### src/rtl/uart_wb_loader_if.sv
// UART handshake and Wishbone classic master bundle for uart_wb_loader.
// master = the loader, slave = the uart/interconnect side.
interface uart_wb_loader_if;
   logic [7:0]  rx_data;
   logic        rx_avail;
   logic        rx_error;
   logic        rx_ack;
   logic [7:0]  tx_data;
   logic        tx_wr;
   logic        tx_busy;
   logic [31:0] wb_adr_o;
   logic [31:0] wb_dat_o;
   logic [31:0] wb_dat_i;
   logic [3:0]  wb_sel_o;
   logic        wb_we_o;
   logic        wb_stb_o;
   logic        wb_cyc_o;
   logic        wb_ack_i;

   modport master (
      input  rx_data, rx_avail, rx_error, tx_busy, wb_dat_i, wb_ack_i,
      output rx_ack, tx_data, tx_wr, wb_adr_o, wb_dat_o, wb_sel_o,
             wb_we_o, wb_stb_o, wb_cyc_o
   );

   modport slave (
      output rx_data, rx_avail, rx_error, tx_busy, wb_dat_i, wb_ack_i,
      input  rx_ack, tx_data, tx_wr, wb_adr_o, wb_dat_o, wb_sel_o,
             wb_we_o, wb_stb_o, wb_cyc_o
   );
endinterface

### src/rtl/uart_wb_loader.sv
// UART-to-Wishbone command bridge: R (0x52) word read, W (0x57) word write, P (0x50) ping.
// Define UART_WB_LOADER_TIMEOUT_EN to abandon partial frames after timeout_cycles idle clocks.
module uart_wb_loader #(
   parameter int unsigned timeout_cycles = 1000000
) (
   input  logic              clk,
   input  logic              reset,
   uart_wb_loader_if.master  bus,
   output logic              busy
);

   typedef enum logic [2:0] {IDLE, CMD, ADDR, DATA, BUS, TX, TXG, TXW} state_t;

   localparam logic [7:0] CMD_READ  = 8'h52;
   localparam logic [7:0] CMD_WRITE = 8'h57;
   localparam logic [7:0] CMD_PING  = 8'h50;
   localparam logic [7:0] ACK_BYTE  = 8'h06;
   localparam logic [7:0] NAK_BYTE  = 8'h15;

   state_t      state;
   logic [7:0]  cmd;
   logic        cmd_err;
   logic [1:0]  byte_cnt;
   logic [31:0] resp_sr;
   logic [1:0]  resp_cnt;
   logic        take;

   // A byte stays pending until the cycle after rx_ack, so the guard stops a second capture.
   assign take            = bus.rx_avail && !bus.rx_ack;
   assign bus.tx_data     = resp_sr[31:24];
   assign bus.wb_sel_o    = 4'hF;
   assign busy            = (state != IDLE);

`ifdef UART_WB_LOADER_TIMEOUT_EN
   localparam int unsigned TMO_W = $clog2(timeout_cycles + 1);
   logic [TMO_W-1:0] tmo_cnt;
`endif

   // NOTE: every register here uses non-blocking assignments, so all branches see pre-edge values
   // and a later assignment in the same edge (timeout abort) cleanly overrides an earlier one.
   always_ff @(posedge clk or posedge reset) begin
      if (reset) begin
         state        <= IDLE;
         cmd          <= '0;
         cmd_err      <= 1'b0;
         byte_cnt     <= '0;
         resp_sr      <= '0;
         resp_cnt     <= '0;
         bus.rx_ack   <= 1'b0;
         bus.tx_wr    <= 1'b0;
         bus.wb_adr_o <= '0;
         bus.wb_dat_o <= '0;
         bus.wb_we_o  <= 1'b0;
         bus.wb_stb_o <= 1'b0;
         bus.wb_cyc_o <= 1'b0;
`ifdef UART_WB_LOADER_TIMEOUT_EN
         tmo_cnt      <= '0;
`endif
      end else begin
         bus.rx_ack <= 1'b0;
         bus.tx_wr  <= 1'b0;

         case (state)
            IDLE: begin
               if (take) begin
                  bus.rx_ack <= 1'b1;
                  cmd        <= bus.rx_data;
                  cmd_err    <= bus.rx_error;
                  state      <= CMD;
               end
            end

            CMD: begin
               byte_cnt <= '0;
               if (cmd_err) begin
                  resp_sr   <= {NAK_BYTE, 24'h0};
                  resp_cnt  <= '0;
                  bus.tx_wr <= 1'b1;
                  state     <= TX;
               end else begin
                  case (cmd)
                     CMD_READ, CMD_WRITE: state <= ADDR;
                     CMD_PING: begin
                        resp_sr   <= {ACK_BYTE, 24'h0};
                        resp_cnt  <= '0;
                        bus.tx_wr <= 1'b1;
                        state     <= TX;
                     end
                     default: begin
                        resp_sr   <= {NAK_BYTE, 24'h0};
                        resp_cnt  <= '0;
                        bus.tx_wr <= 1'b1;
                        state     <= TX;
                     end
                  endcase
               end
            end

            ADDR, DATA: begin
               if (take) begin
                  bus.rx_ack <= 1'b1;
                  byte_cnt   <= byte_cnt + 2'd1;
                  if (bus.rx_error) begin
                     resp_sr   <= {NAK_BYTE, 24'h0};
                     resp_cnt  <= '0;
                     bus.tx_wr <= 1'b1;
                     state     <= TX;
                  end else begin
                     if (state == ADDR)
                        bus.wb_adr_o <= {bus.wb_adr_o[23:0], bus.rx_data};
                     else
                        bus.wb_dat_o <= {bus.wb_dat_o[23:0], bus.rx_data};
                     if (byte_cnt == 2'd3) begin
                        if (state == ADDR && cmd == CMD_WRITE) begin
                           state <= DATA;
                        end else begin
                           bus.wb_cyc_o <= 1'b1;
                           bus.wb_stb_o <= 1'b1;
                           bus.wb_we_o  <= (cmd == CMD_WRITE);
                           state        <= BUS;
                        end
                     end
                  end
               end
            end

            BUS: begin
               if (bus.wb_ack_i) begin
                  bus.wb_cyc_o <= 1'b0;
                  bus.wb_stb_o <= 1'b0;
                  bus.wb_we_o  <= 1'b0;
                  if (bus.wb_we_o) begin
                     resp_sr  <= {ACK_BYTE, 24'h0};
                     resp_cnt <= '0;
                  end else begin
                     resp_sr  <= bus.wb_dat_i;
                     resp_cnt <= 2'd3;
                  end
                  bus.tx_wr <= 1'b1;
                  state     <= TX;
               end
            end

            TX:  state <= TXG;
            TXG: state <= TXW;

            TXW: begin
               if (!bus.tx_busy) begin
                  if (resp_cnt == 2'd0) begin
                     state <= IDLE;
                  end else begin
                     resp_cnt  <= resp_cnt - 2'd1;
                     resp_sr   <= {resp_sr[23:0], 8'h00};
                     bus.tx_wr <= 1'b1;
                     state     <= TX;
                  end
               end
            end

            default: state <= IDLE;
         endcase

`ifdef UART_WB_LOADER_TIMEOUT_EN
         // Idle gap inside a frame: drop it without reply or bus cycle.
         if (state == ADDR || state == DATA) begin
            if (take) begin
               tmo_cnt <= '0;
            end else if (tmo_cnt == TMO_W'(timeout_cycles - 1)) begin
               tmo_cnt <= '0;
               state   <= IDLE;
            end else begin
               tmo_cnt <= tmo_cnt + 1'b1;
            end
         end else begin
            tmo_cnt <= '0;
         end
`endif
      end
   end

endmodule

### src/flat_wrapper.sv
// flat-port wrapper written by rule: the top's interface ports become plain ports
module uart_wb_loader_flat 
#(
   parameter int unsigned timeout_cycles = 1000000
)
  (clk, reset, busy, bus_rx_data, bus_rx_avail, bus_rx_error, bus_tx_busy, bus_wb_dat_i, bus_wb_ack_i, bus_rx_ack, bus_tx_data, bus_tx_wr, bus_wb_adr_o, bus_wb_dat_o, bus_wb_sel_o, bus_wb_we_o, bus_wb_stb_o, bus_wb_cyc_o);
  uart_wb_loader_if bus_i ();
  input  logic clk;
  input  logic reset;
  output logic busy;
  input wire logic [$bits(bus_i.rx_data)-1:0] bus_rx_data;
  input wire logic [$bits(bus_i.rx_avail)-1:0] bus_rx_avail;
  input wire logic [$bits(bus_i.rx_error)-1:0] bus_rx_error;
  input wire logic [$bits(bus_i.tx_busy)-1:0] bus_tx_busy;
  input wire logic [$bits(bus_i.wb_dat_i)-1:0] bus_wb_dat_i;
  input wire logic [$bits(bus_i.wb_ack_i)-1:0] bus_wb_ack_i;
  output wire logic [$bits(bus_i.rx_ack)-1:0] bus_rx_ack;
  output wire logic [$bits(bus_i.tx_data)-1:0] bus_tx_data;
  output wire logic [$bits(bus_i.tx_wr)-1:0] bus_tx_wr;
  output wire logic [$bits(bus_i.wb_adr_o)-1:0] bus_wb_adr_o;
  output wire logic [$bits(bus_i.wb_dat_o)-1:0] bus_wb_dat_o;
  output wire logic [$bits(bus_i.wb_sel_o)-1:0] bus_wb_sel_o;
  output wire logic [$bits(bus_i.wb_we_o)-1:0] bus_wb_we_o;
  output wire logic [$bits(bus_i.wb_stb_o)-1:0] bus_wb_stb_o;
  output wire logic [$bits(bus_i.wb_cyc_o)-1:0] bus_wb_cyc_o;
  assign bus_i.rx_data = bus_rx_data;
  assign bus_i.rx_avail = bus_rx_avail;
  assign bus_i.rx_error = bus_rx_error;
  assign bus_i.tx_busy = bus_tx_busy;
  assign bus_i.wb_dat_i = bus_wb_dat_i;
  assign bus_i.wb_ack_i = bus_wb_ack_i;
  assign bus_rx_ack = bus_i.rx_ack;
  assign bus_tx_data = bus_i.tx_data;
  assign bus_tx_wr = bus_i.tx_wr;
  assign bus_wb_adr_o = bus_i.wb_adr_o;
  assign bus_wb_dat_o = bus_i.wb_dat_o;
  assign bus_wb_sel_o = bus_i.wb_sel_o;
  assign bus_wb_we_o = bus_i.wb_we_o;
  assign bus_wb_stb_o = bus_i.wb_stb_o;
  assign bus_wb_cyc_o = bus_i.wb_cyc_o;
  uart_wb_loader #(.timeout_cycles(timeout_cycles)) u_core (.clk(clk), .reset(reset), .bus(bus_i), .busy(busy));
endmodule
### config.mk
export PLATFORM = sky130hd
export DESIGN_NAME = uart_wb_loader_flat
export DESIGN_NICKNAME = d
export VERILOG_FILES = /design/src/rtl/uart_wb_loader_if.sv /design/src/rtl/uart_wb_loader.sv /design/src/flat_wrapper.sv
export SDC_FILE = /design/constraint.sdc
export NUM_CORES = 1
export LEC_CHECK = 0
export CAP_MARGIN = 5
export CORE_UTILIZATION = 53
export DETAILED_ROUTE_END_ITERATION = 16
export HOLD_SLACK_MARGIN = 0.03
export PLACE_DENSITY = 0.85
export SYNTH_ARGS = -nofsm -noshare
export SYNTH_HDL_FRONTEND = slang
export SYNTH_SLANG_ARGS = --single-unit
### constraint.sdc
create_clock -name clk -period 7.4 [get_ports clk]
set_clock_uncertainty 0.2 [all_clocks]
set_input_delay 1.85 -clock clk [delete_from_list [all_inputs] [get_ports clk]]
set_output_delay 1.85 -clock clk [all_outputs]
set_load 0.01 [all_outputs]
==> impl_metrics.ini, run 1 <==
[worst_setup_path]
timing.critical_path.fanout_max = 18
setup.worst_path.class = register to output port
critical_path_arrival_ns = 2.10
worst-r2r-setup-slack_ns = 4.65
worstReg2RegEnd = u_core.resp_sr[17]$_DFFE_PP0P_
rr_startpoint = u_core.state[1]$_DFFE_PP0P_
critical_path.startpoint_type = register
endpoint_kind = output port
rr_worst_depth = 5
worstPathRequired_ns = 5.35

[floorplanning]
core_um2 = 9330
die_w_um = 101
floorplan.initialDensity_pct = 55.3
die_height_um = 101
num_io_pins = 128
row_count = 35
floorplan.die_area_um2 = 10100

[timing]
timing.final.setup_violations = 0
final_cycle_utilization_of_the_critical_path_pct = 56.0
worst_pin_slew_ns = 0.764
period_needed_ns = 4.15
final-hold-violation-count = 0
report.final.slew_viol_count = 0
totalNegativeSetupSlack_ns = 0
max_freq_mhz = 241
maxSlewHeadroom_pct = 49.1
rsz0062_at_grt = false

[synth]
synth_simple_gate_area_share_pct = 5.44
synth.cell_area_um2 = 5160
synth_compound_area_share_pct = 9.05
postSynthCellCount = 386
synth_cell_types = 50
synthFlopType = dfrtp_1
avgSynthCellArea_um2 = 13.4
synth.area.mux_share_pct = 23.3
synth_warnings = 0
synth_enable_flop_cells = 0
synthAdderAreaFrac_pct = 0.485
synth_top_family_by_area = multiplexers
xor_xnor_portion_of_the_synthesized_cell_area_pct = 0.340
ffs_w_async_s_r_synth_pct = 100
synth_seq_cells = 116
synth_sequential_area_ratio_pct = 56.3

[route]
detail_route.first_pass.iterations = 5
drt_drc_violations_left = 0
wl_per_cell_um = 18.5
ant_nets = 0
drt-initial-drc-count = 246
viasPerCell = 5.60
drt-total-wl_um = 12000
vias = 3626

[global_route]
antenna_violations_before_repair = 0
grt_max_degree = 63
grt_pass1_wl_um = 19700
overflow = 0
gr_usage_total_pct = 25.8
first_global_vias = 3754

[final_layout]
fraction_of_final_layout_cells_with_drive_strength_greater_than_1_pct = 26.8
stdcell_count = 647
diodes = 0
net_count_reported_at_finish = 553
area_growth_syn_to_layout_pct = 36.1

[placement]
gp_routability_congestion = 0.877
portBuffers = 123
dp_hpwl_um = 7700
placed_cells = 615

[flow_run]
cap_viol_max_count = 0

[min_path]
hp-class = register to register
worst_hold_path.num_cells = 1
hold_path_startpoint = u_core.bus.wb_adr_o[29]$_DFFE_PP0P_
timing.hold.worst_endpoint = u_core.bus.wb_adr_o[29]$_DFFE_PP0P_

[clocking]
cts_buffers = 17
source_to_sink_clock_delay_at_the_later_pin_of_the_worst_skew_pair_ns = 0.51
tritoncts_clock_tree = done
post_cts_resized = 0
ctsHoldBuffers = 0
cts.path.max_buffers = 2
clkSinkCount = 116
clkTransAtPathRegs_ns = 0.06
clock_tree.root_cell = clkbuf_8
htree_num_levels = 4
post-cts-setup-buffers = 0

[pwr]
peakVddDrop_v = 0.000213
leakagePower_uw = 0.00324
pwr_density_cell_nw_per_um2 = 379

[outcome]
status = finished, final reports clean
-- how the worst max path moves through the flow --
stage | endpoint | slack (ns) | startpoint
floorplan | u_core.bus.rx_ack$_DFF_PP0_ | 2.28 | reset
global placement | u_core.resp_sr[12]$_DFFE_PP0P_ | 3.35 | bus_rx_error
detailed placement | u_core.resp_sr[16]$_DFFE_PP0P_ | 3.29 | bus_rx_error
CTS | busy | 3.28 | u_core.state[2]$_DFFE_PP0P_
global route | busy | 3.14 | u_core.state[2]$_DFFE_PP0P_
finish | busy | 3.25 | u_core.state[2]$_DFFE_PP0P_
-- flip-flops by register name, summed over array words and instances, names as in the netlist, 2 cells and up --
signal	count
u_core.bus.wb_adr_o	32
u_core.bus.wb_dat_o	32
u_core.byte_cnt	2
u_core.cmd	8
u_core.resp_cnt	2
u_core.resp_sr	32
u_core.state	3
-- through the flow --
stage               worst slack [ns]  power [uW]  hold slack [ns]  area, um^2  utilization (%)
detailed placement              3.29        1820            0.278        6420             68.8
global route                    3.14        2790            0.316        7020             75.2
floorplan                       2.28        1510            0.259        5170                -
finish                          3.25        2660            0.304        7020             75.2
global placement                3.35        1770            0.276        6420             68.8
CTS                             3.28        2670            0.305        7020             75.2
-- cell type report --
cell class,instances,area [um^2]
Clock buffer,17,414
Multi-Input combinational cell,225,2020
Fill cell,617,2310
Tap cell,129,161
Sequential cell,116,2900
Timing Repair Buffer,129,1280
Clock inverter,15,185
Inverter,16,62.6
-- placed cells by master (no fill, tap or decap), types with 3 or more instances in the layout --
master           instances
clkdlybuf4s50_1        123
mux2_2                  95
inv_8                    5
inv_1                   15
dfrtp_1                116
nand2b_1                 3
mux2i_1                 11
nand2_1                 15
clkbuf_16               16
o22ai_1                  3
a21oi_1                  5
nor2_1                  10
nand3_1                  3
a22o_1                  25
inv_6                    6
o21ai_0                  5
conb_1                   4
a2bb2oi_1                3
buf_4                    6
-- layer usage --
layer	wire length, um	track usage (%)
met1	4990	32.9
met2	5980	41.1
met3	598	6.31
met4	405	12.9
met5	0	0
-- cells in the mapped netlist, drive strengths merged (5+ instances only) --
cell	instances	area share, %
a21oi	5	0.49
mux2	97	21
dfrtp	116	56
clkbuf	6	0.44
mux2i	11	2.1
a22o	25	4.2
inv	16	1.2
o21ai	5	0.49
nor2	10	0.73
nand2	15	1.1
buf	26	3.4
-- critical path: stages (launching register included) --
cell and delay, ns:
dfrtp_1 0.67, inv_1 0.27, nand2_1 0.12, clkdlybuf4s50_1 0.53
-- kinds of logic after synthesis --
| family | count (synthesis) |
|---|---|
| compound gates | 58 |
| xor+xnor | 2 |
| fa+ha+maj | 2 |
| simple gates | 51 |
| other cells | 1 |
| flops | 116 |
| mux | 108 |
| buf+inv | 48 |
-- power by group --
group / internal, uW / switching (uW)
sequential: 817 / 170
clock: 497 / 328
combinational: 469 / 379
Power figures use the tool's default switching activity.
==> run 2, diff against run 1 <==
- CORE_UTILIZATION: 53 -> 49
- PLACE_DENSITY: 0.85 -> 0.8
- clock period: 7.4 -> 3.95 ns (I/O delays scaled with it)
==> impl_metrics.ini, run 2 (synthesized netlist as in run 1, its figures left out) <==
[flow_run]
cap_viol_max_count = 0

[worst_setup_path]
worst-r2r-setup-slack_ns = 1.18
worst_path_largest_cell_delay_ns = 0.66
critical_path_arrival_ns = 2.08
rr_startpoint = u_core.state[1]$_DFFE_PP0P_
endpoint_kind = output port
critical_path.cell_chain = inv_1, nand2_1, clkdlybuf4s50_1
rr_worst_depth = 5
path_delay_family = buffers and inverters
timing.critical_path.slowest_stage_cell = dfrtp_1
setup.worst_path.class = register to output port
worstReg2RegEnd = u_core.resp_sr[27]$_DFFE_PP0P_
worstPathRequired_ns = 2.76
timing.critical_path.fanout_max = 18
critical_path.startpoint_type = register
timing.critical_path.buf_inv = 2

[final_layout]
diodes = 0
most-common-layout-cells = 123 x clkdlybuf4s50_1, 116 x dfrtp_1, 95 x mux2_2
fraction_of_final_layout_cells_with_drive_strength_greater_than_1_pct = 26.8
stdcell_count = 655
net_count_reported_at_finish = 555
area_growth_syn_to_layout_pct = 37.1
top_regs = u_core.bus.wb_adr_o (32), u_core.bus.wb_dat_o (32), u_core.resp_sr (32)
most_common_cell_after_layout_fill_and_taps_aside = clkdlybuf4s50_1

[clocking]
clkTransAtPathRegs_ns = 0.06
source_to_sink_clock_delay_at_the_later_pin_of_the_worst_skew_pair_ns = 0.51
cts_buffers = 17
htree_num_levels = 4
post-cts-setup-buffers = 0
ctsHoldBuffers = 0
post_cts_resized = 0
clkSinkCount = 116
tritoncts_clock_tree = done
clock_tree.root_cell = clkbuf_8
cts.path.max_buffers = 2

[route]
detail_route.first_pass.iterations = 4
drt-total-wl_um = 11200
vias = 3512
wl_per_cell_um = 17.1
drt_drc_violations_left = 0
drt-initial-drc-count = 132
ant_nets = 0
viasPerCell = 5.36

[pwr]
seq_power_share_pct = 36.9
power.share.combinational_pct = 31.5
internal_power_uw = 3450
total_switching_power_uw = 1510
power.clock.fraction_pct = 31.6
peakVddDrop_v = 0.000309
pwr_density_cell_nw_per_um2 = 702
fraction_of_power_spent_switching_nets_pct = 30.5
leakagePower_uw = 0.00323

[timing]
maxSlewHeadroom_pct = 39.3
totalNegativeSetupSlack_ns = 0
period_needed_ns = 3.27
report.final.slew_viol_count = 0
final_cycle_utilization_of_the_critical_path_pct = 82.7
timing.final.setup_violations = 0
setup_slack_ns = 0.684
final-hold-violation-count = 0
rsz0062_at_grt = false
worst_pin_slew_ns = 0.907
max_freq_mhz = 306

[placement]
dp_hpwl_um = 7390
portBuffers = 123
dpl_worst_slack_ns = 0.673
gp_routability_congestion = 0.838
placed_cells = 624

[global_route]
grt_pass1_wl_um = 18400
first_global_vias = 3629
overflow = 0
gr_usage_total_pct = 21.6
grt_max_degree = 54
antenna_violations_before_repair = 0

[floorplanning]
floorplan.initialDensity_pct = 50.2
floorplan.die_area_um2 = 10900
num_io_pins = 128
row_count = 37
die_height_um = 105
die_w_um = 105
core_um2 = 10300

[min_path]
timing.hold.worst_endpoint = u_core.resp_sr[21]$_DFFE_PP0P_
hp-class = register to register
worst_hold_path.num_cells = 1
hold_path_startpoint = u_core.resp_sr[21]$_DFFE_PP0P_

[outcome]
status = finished, final reports clean
run 2: cell types whose count changed in the layout (fill, tap and decap cells not counted), sizes merged:
cell,before,now
buf,6,8
bufinv,2,4
inv,27,16
clkbuf,17,19
clkinv,1,2
clkinvlp,1,6
run 2: stage by stage:
step | hold WS, ns | total power (uW) | util, % | instance area, um^2
after floorplan | 0.259 | 2840 | - | 5170
after global placement | 0.276 | 3320 | 62.8 | 6460
after detailed placement | 0.283 | 3380 | 62.8 | 6460
after CTS | 0.296 | 5000 | 68.8 | 7070
after global routing | 0.325 | 5210 | 68.8 | 7070
final | 0.296 | 4960 | 68.8 | 7070
run 2: how the worst max path moves through the flow:
stage | start | endpoint | slack, ns | cells after the start
after floorplan | bus_rx_error | u_core.resp_sr[10]$_DFFE_PP0P_ | 1.34 | 5
final | u_core.state[2]$_DFFE_PP0P_ | busy | 0.68 | 3
after CTS | u_core.state[2]$_DFFE_PP0P_ | busy | 0.69 | 3
after detailed placement | bus_rx_error | u_core.resp_sr[20]$_DFFE_PP0P_ | 0.67 | 5
after global routing | u_core.state[2]$_DFFE_PP0P_ | busy | 0.58 | 3
after global placement | bus_rx_error | u_core.resp_sr[28]$_DFFE_PP0P_ | 0.69 | 5
run 2: layer usage:
layer,track usage (%),up-vias,share of wire [%]
met2,34.8,100,49
met1,27.6,1767,45
met5,0,-,0
met3,4.87,20,3.8
li1,-,1625,-
met4,10.8,0,2.3
run 2: area by class of cell:
class,count,area (um^2)
fill,748,3210
sequential,116,2900
tap,136,170
inverter,16,63.8
timing repair buffer,131,1300
multi-input combinational,225,2020
clock buffer,19,432
clock inverter,12,180
run 2: power groups by stage:
stage | clock network [uW] | registers, uW | logic, uW
after floorplan | 0 | 1780 | 1060
after global placement | 0 | 1820 | 1510
after detailed placement | 0 | 1830 | 1550
after CTS | 1590 | 1830 | 1580
after global routing | 1650 | 1880 | 1680
final | 1570 | 1830 | 1560
run 2: worst reg2reg max path: stages, from the launching register on:
cell and delay, ns:
dfrtp_1 0.74, nand2_1 0.30, o311a_1 0.39, a211oi_4 0.15, buf_4 0.45, mux2_2 0.42
